## src/rtl/skf_pkg.sv

```systemverilog
// skf_pkg: shared state type, default width and reference predicate for the Skolem checker
package skf_pkg;
  localparam int SKF_W_DEFAULT = 4;
  typedef enum logic [1:0] {IDLE, SWEEP, CHECK, DONE} skf_state_e;
  // P(x,s,t): unsigned quotient (all-ones on zero divisor) compared signed against t
  function automatic logic skf_pred(input logic [SKF_W_DEFAULT-1:0] x, s, t);
    logic [SKF_W_DEFAULT-1:0] q;
    q = (s == '0) ? '1 : x / s;
    return $signed(q) >= $signed(t);
  endfunction
endpackage

```

## src/rtl/skf_inv_check_seq_if.sv

```systemverilog
// skf_inv_check_seq_if: run handshake, Skolem operand bus and result counters (first-fail log under SKF_FAIL_LOG_EN)
interface skf_inv_check_seq_if
  import skf_pkg::*;
#(
  parameter int W  = SKF_W_DEFAULT,
  parameter int CW = 2*W+1
);
  logic          start;
  logic          busy;
  logic          done;
  logic [W-1:0]  skf_s;
  logic [W-1:0]  skf_t;
  logic [W-1:0]  skf_x;
  logic [CW-1:0] pass_cnt;
  logic [CW-1:0] fail_cnt;
  logic [CW-1:0] unsat_cnt;
`ifdef SKF_FAIL_LOG_EN
  logic          first_fail_vld;
  logic [W-1:0]  first_fail_s;
  logic [W-1:0]  first_fail_t;
  logic [W-1:0]  first_fail_x;
`endif
  modport master (
    input  start, skf_x,
    output busy, done, skf_s, skf_t, pass_cnt, fail_cnt, unsat_cnt
`ifdef SKF_FAIL_LOG_EN
    , output first_fail_vld, first_fail_s, first_fail_t, first_fail_x
`endif
  );
  modport slave (
    output start, skf_x,
    input  busy, done, skf_s, skf_t, pass_cnt, fail_cnt, unsat_cnt
`ifdef SKF_FAIL_LOG_EN
    , input first_fail_vld, first_fail_s, first_fail_t, first_fail_x
`endif
  );
endinterface

```

## src/rtl/skf_udiv_w.sv

```systemverilog
// skf_udiv_w: combinational W-bit unsigned divider returning all-ones on a zero divisor
module skf_udiv_w #(
  parameter int W = 4
) (
  input  logic [W-1:0] num,
  input  logic [W-1:0] den,
  output logic [W-1:0] quo
);
  assign quo = (den == '0) ? '1 : num / den;
endmodule

```

## src/rtl/skf_inv_check_seq.sv

```systemverilog
// skf_inv_check_seq: sweeps every (s,t), finds ground truth over all x, grades the Skolem x; SKF_FAIL_LOG_EN adds a first-failure log
module skf_inv_check_seq
  import skf_pkg::*;
#(
  parameter int W  = SKF_W_DEFAULT,
  parameter int CW = 2*W+1
) (
  input logic                 clk,
  input logic                 rst_n,
  skf_inv_check_seq_if.master bus
);
  skf_state_e   state;
  logic [W-1:0] x_cnt;
  logic         exists;
  logic [W-1:0] q_sweep;
  logic [W-1:0] q_skf;
  logic         p_sweep;
  logic         p_skf;

  skf_udiv_w #(.W(W)) u_div_sweep (.num(x_cnt),     .den(bus.skf_s), .quo(q_sweep));
  skf_udiv_w #(.W(W)) u_div_skf   (.num(bus.skf_x), .den(bus.skf_s), .quo(q_skf));

  assign p_sweep = $signed(q_sweep) >= $signed(bus.skf_t);
  assign p_skf   = $signed(q_skf)   >= $signed(bus.skf_t);

  function automatic logic [CW-1:0] sat_inc(input logic [CW-1:0] c);
    return (c == '1) ? c : c + 1'b1;
  endfunction

  // sequencer FSM: sweep x per pair, grade skf_x at CHECK, advance {t,s}
  always_ff @(posedge clk or negedge rst_n) begin
    if (!rst_n) begin
      state         <= IDLE;
      x_cnt         <= '0;
      exists        <= 1'b0;
      bus.busy      <= 1'b0;
      bus.done      <= 1'b0;
      bus.skf_s     <= '0;
      bus.skf_t     <= '0;
      bus.pass_cnt  <= '0;
      bus.fail_cnt  <= '0;
      bus.unsat_cnt <= '0;
`ifdef SKF_FAIL_LOG_EN
      bus.first_fail_vld <= 1'b0;
      bus.first_fail_s   <= '0;
      bus.first_fail_t   <= '0;
      bus.first_fail_x   <= '0;
`endif
    end else begin
      bus.done <= 1'b0;
      case (state)
        IDLE: if (bus.start) begin
          state         <= SWEEP;
          bus.busy      <= 1'b1;
          x_cnt         <= '0;
          exists        <= 1'b0;
          bus.skf_s     <= '0;
          bus.skf_t     <= '0;
          bus.pass_cnt  <= '0;
          bus.fail_cnt  <= '0;
          bus.unsat_cnt <= '0;
`ifdef SKF_FAIL_LOG_EN
          bus.first_fail_vld <= 1'b0;
          bus.first_fail_s   <= '0;
          bus.first_fail_t   <= '0;
          bus.first_fail_x   <= '0;
`endif
        end
        SWEEP: begin
          exists <= exists | p_sweep;
          x_cnt  <= x_cnt + 1'b1;
          if (x_cnt == '1) state <= CHECK;
        end
        CHECK: begin
          if (!exists) bus.unsat_cnt <= sat_inc(bus.unsat_cnt);
          else if (p_skf) bus.pass_cnt <= sat_inc(bus.pass_cnt);
          else bus.fail_cnt <= sat_inc(bus.fail_cnt);
`ifdef SKF_FAIL_LOG_EN
          if (exists && !p_skf && !bus.first_fail_vld) begin
            bus.first_fail_vld <= 1'b1;
            bus.first_fail_s   <= bus.skf_s;
            bus.first_fail_t   <= bus.skf_t;
            bus.first_fail_x   <= bus.skf_x;
          end
`endif
          exists <= 1'b0;
          x_cnt  <= '0;
          if ({bus.skf_t, bus.skf_s} == '1) begin
            state    <= DONE;
            bus.busy <= 1'b0;
            bus.done <= 1'b1;
          end else begin
            {bus.skf_t, bus.skf_s} <= {bus.skf_t, bus.skf_s} + 1'b1;
            state <= SWEEP;
          end
        end
        default: state <= IDLE;
      endcase
    end
  end
endmodule

```

## src/flat_wrapper.sv

```systemverilog
// flat-port wrapper written by rule: the top's interface ports become plain ports
module skf_inv_check_seq_flat import skf_pkg::*;
#(
  parameter int W  = SKF_W_DEFAULT,
  parameter int CW = 2*W+1
)
  (clk, rst_n, bus_start, bus_skf_x, bus_busy, bus_done, bus_skf_s, bus_skf_t, bus_pass_cnt, bus_fail_cnt, bus_unsat_cnt);
  skf_inv_check_seq_if #(.W(W), .CW(CW)) bus_i ();
  input logic clk;
  input logic rst_n;
  input wire logic [$bits(bus_i.start)-1:0] bus_start;
  input wire logic [$bits(bus_i.skf_x)-1:0] bus_skf_x;
  output wire logic [$bits(bus_i.busy)-1:0] bus_busy;
  output wire logic [$bits(bus_i.done)-1:0] bus_done;
  output wire logic [$bits(bus_i.skf_s)-1:0] bus_skf_s;
  output wire logic [$bits(bus_i.skf_t)-1:0] bus_skf_t;
  output wire logic [$bits(bus_i.pass_cnt)-1:0] bus_pass_cnt;
  output wire logic [$bits(bus_i.fail_cnt)-1:0] bus_fail_cnt;
  output wire logic [$bits(bus_i.unsat_cnt)-1:0] bus_unsat_cnt;
  assign bus_i.start = bus_start;
  assign bus_i.skf_x = bus_skf_x;
  assign bus_busy = bus_i.busy;
  assign bus_done = bus_i.done;
  assign bus_skf_s = bus_i.skf_s;
  assign bus_skf_t = bus_i.skf_t;
  assign bus_pass_cnt = bus_i.pass_cnt;
  assign bus_fail_cnt = bus_i.fail_cnt;
  assign bus_unsat_cnt = bus_i.unsat_cnt;
  skf_inv_check_seq #(.W(W), .CW(CW)) u_core (.clk(clk), .rst_n(rst_n), .bus(bus_i));
endmodule
```

## config.mk

```make
export PLATFORM = sky130hd
export DESIGN_NAME = skf_inv_check_seq_flat
export DESIGN_NICKNAME = d
export VERILOG_FILES = /design/src/rtl/skf_pkg.sv /design/src/rtl/skf_inv_check_seq_if.sv /design/src/rtl/skf_udiv_w.sv /design/src/rtl/skf_inv_check_seq.sv /design/src/flat_wrapper.sv
export SDC_FILE = /design/constraint.sdc
export NUM_CORES = 1
export LEC_CHECK = 0
export CAP_MARGIN = 40
export CORE_MARGIN = 2
export CORE_UTILIZATION = 54
export CTS_BUF_LIST = sky130_fd_sc_hd__clkbuf_8
export DETAILED_ROUTE_END_ITERATION = 7
export GPL_ROUTABILITY_DRIVEN = 0
export PLACE_DENSITY = 0.79
export SYNTH_ARGS = -nofsm -noshare
export SYNTH_HDL_FRONTEND = slang
export SYNTH_SLANG_ARGS = --single-unit
export TNS_END_PERCENT = 1
```

## constraint.sdc

```tcl
create_clock -name clk -period 7.2 [get_ports clk]
set_input_delay 0.72 -clock clk [delete_from_list [all_inputs] [get_ports clk]]
set_output_delay 0.72 -clock clk [all_outputs]
set_load 0.1 [all_outputs]
```

Yosys cells after proc, flatten, opt, wreduce, memory -nomap -nowiden. Cells that the tools add are included.

Bitwise gates (word level): 1. $add $sub $neg: 5. Magnitude comparators: 2. Equal/unequal tests: 18. Reduce and logical (&&, ||, !) cells: 11. Div/mod/pow operators: 2. Muxes and demuxes: 31.

Operators with widths (count): 9-bit two-way mux (9); 9-bit one-hot mux with 2 select lines (3); 9-bit by 1-bit adder with 9-bit output (second input constant) (3); 9-bit == test (second input constant) (3); 4-bit two-way mux (5); 4-bit one-hot mux with 2 select lines (2); 2-bit inequality test (second input constant) (7); 4-bit one-hot mux with 3 select lines (1); 5-bit AND reduction (2); 8-bit by 1-bit adder with 8-bit output (second input constant) (1); 4-bit by 4-bit divider with 4-bit output (2); 8-bit == test (second input constant) (1); 4-bit greater-or-equal comparator (2); 2-bit by 1-bit inequality test with 1-bit output (second input constant) (4); 2-bit two-way mux (3); 2-bit one-hot mux with 3 select lines (1); 3-bit AND reduction (2); 1-bit two-way mux (5); 4-bit by 1-bit adder with 4-bit output (second input constant) (1); 4-bit == test (second input constant) (1); 4-bit zero test (1); 2-bit AND reduction (2); 4-bit AND reduction (1); 1-bit one-hot mux with 3 select lines (1); 7 further kinds (7).

Logic and storage cells: 80. Flip-flop bits (word level): 44. Input port bits: 7. Output and inout port bits: 37.

Depth between registers and ports, before layout.
Depth after elaboration: 6. Mapped depth: 27. Mapped depth without buffers: 25.

Modules after synthesis. Synthesis repeated with hierarchy kept, for this count alone.

Cell total of the unflattened synthesis: 373. Area, all modules: 3417.0 um2.

By module, submodules not included: skf_inv_check_seq (cells an instance 271, area an instance 2581.2 um2, times used 1); skf_udiv_w (cells an instance 51, area an instance 417.9 um2, times used 2).

Least setup slack after synthesis. Ideal clock, no wire load.

Path type: flip-flop to flip-flop. From: reg u_core.bus.skf_s[0]. To: reg u_core.bus.fail_cnt[4]. Library setup time: 0.078 ns. Data arrival time: 6.214 ns. Stages on the path, launching flop included: 25. Data required time: 7.122 ns. Setup slack: 0.908 ns. Buffers on the path: 1. Path through: dfrtp_1 > inv_1 > ha_1 > nor4b_1 > a2bb2oi_1 > ha_1 > o21a_1 > o21ai_0 > o21ai_0 > ha_1 > o21ai_0 > nand2b_1 > a21oi_1 > nor2_1 > mux2_2 > ha_1 > a21o_1 > a221oi_1 > ha_1 > nand2b_1 > a2111oi_4 > o21ai_1 > clkbuf_1 > or4_1 > a21oi_1.

Cells in the longest elaborated chain, start to end: 5. Elaborated cells between the ends (all ways): 6.

RTL lines: start, declared (line skf_inv_check_seq_if.sv:25) `output busy, done, skf_s, skf_t, pass_cnt, fail_cnt, unsat_cnt`; start signal, assigned (line skf_inv_check_seq.sv:93) `{bus.skf_t, bus.skf_s} <= {bus.skf_t, bus.skf_s} + 1'b1;`; 4-bit by 4-bit divider with 4-bit output or 4-bit zero test (tied branches) (line skf_udiv_w.sv:9) `assign quo = (den == '0) ? '1 : num / den;`; 4-bit two-way mux * (line skf_udiv_w.sv:9); 4-bit greater-or-equal comparator * (line skf_inv_check_seq.sv:24) `assign p_skf = $signed(q_skf) >= $signed(bus.skf_t);`; 2-bit inequality test (no source line) *; 5-bit AND reduction (no source line) *; end signal, assigned (line skf_inv_check_seq.sv:77) `else bus.fail_cnt <= sat_inc(bus.fail_cnt);`; end, declared (line skf_inv_check_seq_if.sv:25).

Mark *: on every way between the ends. The rest lies on a longest branch, timed or not. A chain may end at the register's enable or synchronous reset.

Worst setup path in the final report.
From: in bus_skf_x[3]. To: reg u_core.bus.fail_cnt[4].

Cells in the longest elaborated chain, start to end: 5.

RTL lines: start, declared (line flat_wrapper.sv:12) `input wire logic [$bits(bus_i.skf_x)-1:0] bus_skf_x;`; 4-bit by 4-bit divider with 4-bit output (line skf_udiv_w.sv:9); 4-bit two-way mux (line skf_udiv_w.sv:9); 4-bit greater-or-equal comparator (line skf_inv_check_seq.sv:24); 2-bit inequality test (no source line); 5-bit AND reduction (no source line).

No other way between the ends.

==> impl_metrics.json <==
{
  "avgViaCountPerCell": 5.97,
  "ys_async_sr_fraction_pct": 100,
  "post_cts_buffers": 0,
  "dpl.hpwl_mm": 6.38,
  "path_clk_slew_ns": 0.09,
  "htree_levels": 2,
  "numPortBuffers": 43,
  "finalSetupViolations": 0,
  "vias": 3132,
  "cap_violations": 0,
  "wl_mm": 8.69,
  "slowest_delay_ns": 0.49,
  "rsz0062_at_grt": "false",
  "cellPowerDensity_mw_per_mm2": 125,
  "path_cells": "clkdlybuf4s50_1 > ha_1 > nor4b_1 > a2bb2oi_1 > ha_1 > o21a_1 > o21ai_0 > o21ai_0 > ha_1 > o21ai_0 > nand2b_1 > a21oi_1 > nor2_1 > mux2_2 > ha_1 > a21o_1 > a221oi_1 > ha_1 > nand2b_1 > a2111oi_4 > o21ai_1 > or4_1 > a21oi_1",
  "clockBufferDepth": 2,
  "synth_ff_type": "dfrtp_1",
  "skew_ns": 0.0108,
  "grt_use_met1_pct": 32.4,
  "max_freq_ghz": 0.154,
  "rows": 28,
  "vdd_ir_drop_max_mv": 0.156,
  "worst-path-buf-inv": 1,
  "ctsHoldBuffers": 0,
  "syn-num-nets": 423,
  "synth-edff-count": 0,
  "min_period_over_period_pct": 90.0,
  "final_util_pct": 74.9,
  "worst_path_most_repeated_cell": "ha_1",
  "avgSynthCellArea_um2": 8.75,
  "crit_path_max_fanout": 12,
  "cts_resized": 0,
  "clockRootBuffer": "clkbuf_8",
  "clock-sinks": 44,
  "antenna_found_initial": 0,
  "slew_headroom_pct": 41.1,
  "grt-busiest-layer": "met2",
  "grt_pass1_vias": 3004,
  "fillers": 428,
  "cp-end-kind": "flop",
  "clock_latency_ns": 0.30,
  "grtUsageMet2_pct": 48.5,
  "ios": 44,
  "ys_seq_elements": 44,
  "drc": 0,
  "slew_viol_final": 0,
  "worstHoldPathType": "primary input to async pin",
  "firstDrtPassIters": 4,
  "cp_top_family": "compound AO/OA/AOI/OAI gates",
  "grt_util_met3_pct": 5.49,
  "overflow": 0,
  "drt_iter0_markers": 140,
  "crit_slowest_cell": "clkdlybuf4s50_1",
  "start_kind": "primary input",
  "leakagePower_nw": 2.00,
  "wl_per_cell_um": 16.6,
  "grt_usage_pct": 27.2,
  "fp.dieW_um": 82.1,
  "fin_hold_ws_ns": 0.258,
  "seq_area_frac_synth_pct": 33.5,
  "grt_max_degree": 37,
  "initial_core_util_pct": 55.6,
  "p_total_w": 0.000554,
  "synth_area_mm2": 0.00329,
  "tightest_slew_ns": 0.880,
  "setup_tns_ns": 0,
  "final_antenna_net_count": 0,
  "min_period_ns": 6.48,
  "core-area_mm2": 0.00592,
  "cp_num_cells": 23,
  "diodes": 0,
  "ys_types": 50,
  "final_layout_size_suffix_gt1_share_pct": 14.0,
  "fp.dieArea_mm2": 0.00673,
  "hold_viol_final": 0,
  "arrival_ns": 6.72,
  "die_y_um": 82.1,
  "path_class": "primary input to flop",
  "synthToLayoutAreaGrowth_pct": 34.8,
  "grt_pass1_wl_mm": 14.0,
  "status": "finished, final reports clean",
  "yosys_warnings": 0,
  "cts_tree": "built",
  "reg2reg_depth": 23,
  "nNetsFinal": 496,
  "required_ns": 7.43,
  "syn_inst": 376,
  "numCtsBuffers": 5
}
[flip-flops by register name, summed over array words and instances, names as in the netlist]
name                  flops
u_core.bus.fail_cnt       9
u_core.bus.pass_cnt       9
u_core.bus.unsat_cnt      9
u_core.bus.skf_s          4
u_core.bus.skf_t          4
u_core.x_cnt              4
u_core.state              2
u_core.bus.busy           1
u_core.bus.done           1
u_core.exists             1
[metal layers]
| layer | vias to the layer above | wire, µm | part of all wire (%) |
|---|---|---|---|
| met4 | 0 | 142 | 1.6 |
| li1 | 1520 | - | - |
| met3 | 12 | 298 | 3.4 |
| met1 | 1529 | 3750 | 43 |
| met5 | - | 0 | 0 |
| met2 | 71 | 4500 | 52 |
[cells in the final DEF, fill, tap and decap left out, types with 14 or more instances in the layout]
cell,instances
nor3_1,14
nor2_1,28
dfrtp_1,44
o21ai_0,29
buf_8,38
nand2_1,35
inv_1,16
clkdlybuf4s50_1,42
nand3_1,30
ha_1,40
[cells in the mapped netlist (11+ instances only)]
master | number | area [µm²]
inv_1 | 15 | 56.3
nor3_1 | 14 | 70.1
dfrtp_1 | 44 | 1100
ha_1 | 40 | 500
nand3_1 | 30 | 150
nand2b_1 | 12 | 75.1
nor2_1 | 28 | 105
nand2_1 | 35 | 131
o21ai_0 | 29 | 145
a21oi_1 | 11 | 55.1
o211ai_1 | 12 | 90.1
clkbuf_1 | 13 | 48.8
[report_power, final]
group	total, W	internal [W]	switching, W
clock network	0.000167	0.0000768	0.0000901
registers	0.000262	0.000253	0.00000869
logic	0.000125	0.0000483	0.0000771
total	0.000554	0.000378	0.000176
[final timing paths]
kind                                    startpoint                      end  slack (ns)
setup / recovery                      bus_skf_x[3]   u_core.bus.fail_cnt[4]        0.72
hold / removal                               rst_n      u_core.bus.skf_s[2]        0.26
setup reg to reg               u_core.bus.skf_s[0]   u_core.bus.fail_cnt[4]        0.75
hold reg to reg            u_core.bus.unsat_cnt[8]  u_core.bus.unsat_cnt[8]        0.53
max in group asynchronous                    rst_n   u_core.bus.pass_cnt[8]        6.48
min in group clk           u_core.bus.unsat_cnt[8]  u_core.bus.unsat_cnt[8]        0.53
[layout make-up]
class                   instances  area (µm²)  area share, %
well taps                      75        93.8           2.12
repair buffers                 84        1030           23.2
clock buffers                   6        82.6           1.86
inverters                      16        60.1           1.35
multi-input cells             298        2060           46.3
clock inverters                 2        11.3          0.254
flip-flops and latches         44        1100           24.8
[kinds of logic after synthesis]
group / share of synthesized area [%]
AO/OA/AOI/OAI: 18.8
XOR/XNOR: 2.93
adder cells (fa/ha/maj): 15.2
buffers and inverters: 4.07
flip-flops: 33.5
multiplexers: 3.27
AND/OR/NAND/NOR: 22.2
[stage by stage]
stage / area (µm²) / cells / worst slack (ns)
2_1_floorplan: 3290 / 376 / 0.908
3_3_place_gp: 3750 / 478 / 0.753
3_5_place_dp: 4340 / 517 / 0.415
4_1_cts: 4440 / 525 / 0.719
5_1_grt: 4440 / 525 / 0.208
6_report: 4440 / 525 / 0.718
[worst reg2reg max path, cell delays in order (launching register included)]
cell       delay [ns]
dfrtp_1          0.52
inv_1            0.31
ha_1             0.23
nor4b_1          0.24
a2bb2oi_1        0.27
ha_1             0.29
o21a_1           0.13
o21ai_0          0.42
o21ai_0          0.20
ha_1             0.34
o21ai_0          0.09
nand2b_1         0.12
a21oi_1          0.09
nor2_1           0.22
mux2_2           0.37
ha_1             0.27
a21o_1           0.15
a221oi_1         0.26
ha_1             0.28
nand2b_1         0.17
a2111oi_4        0.45
o21ai_1          0.33
or4_1            0.49
a21oi_1          0.15
Power figures use the tool's default switching activity.
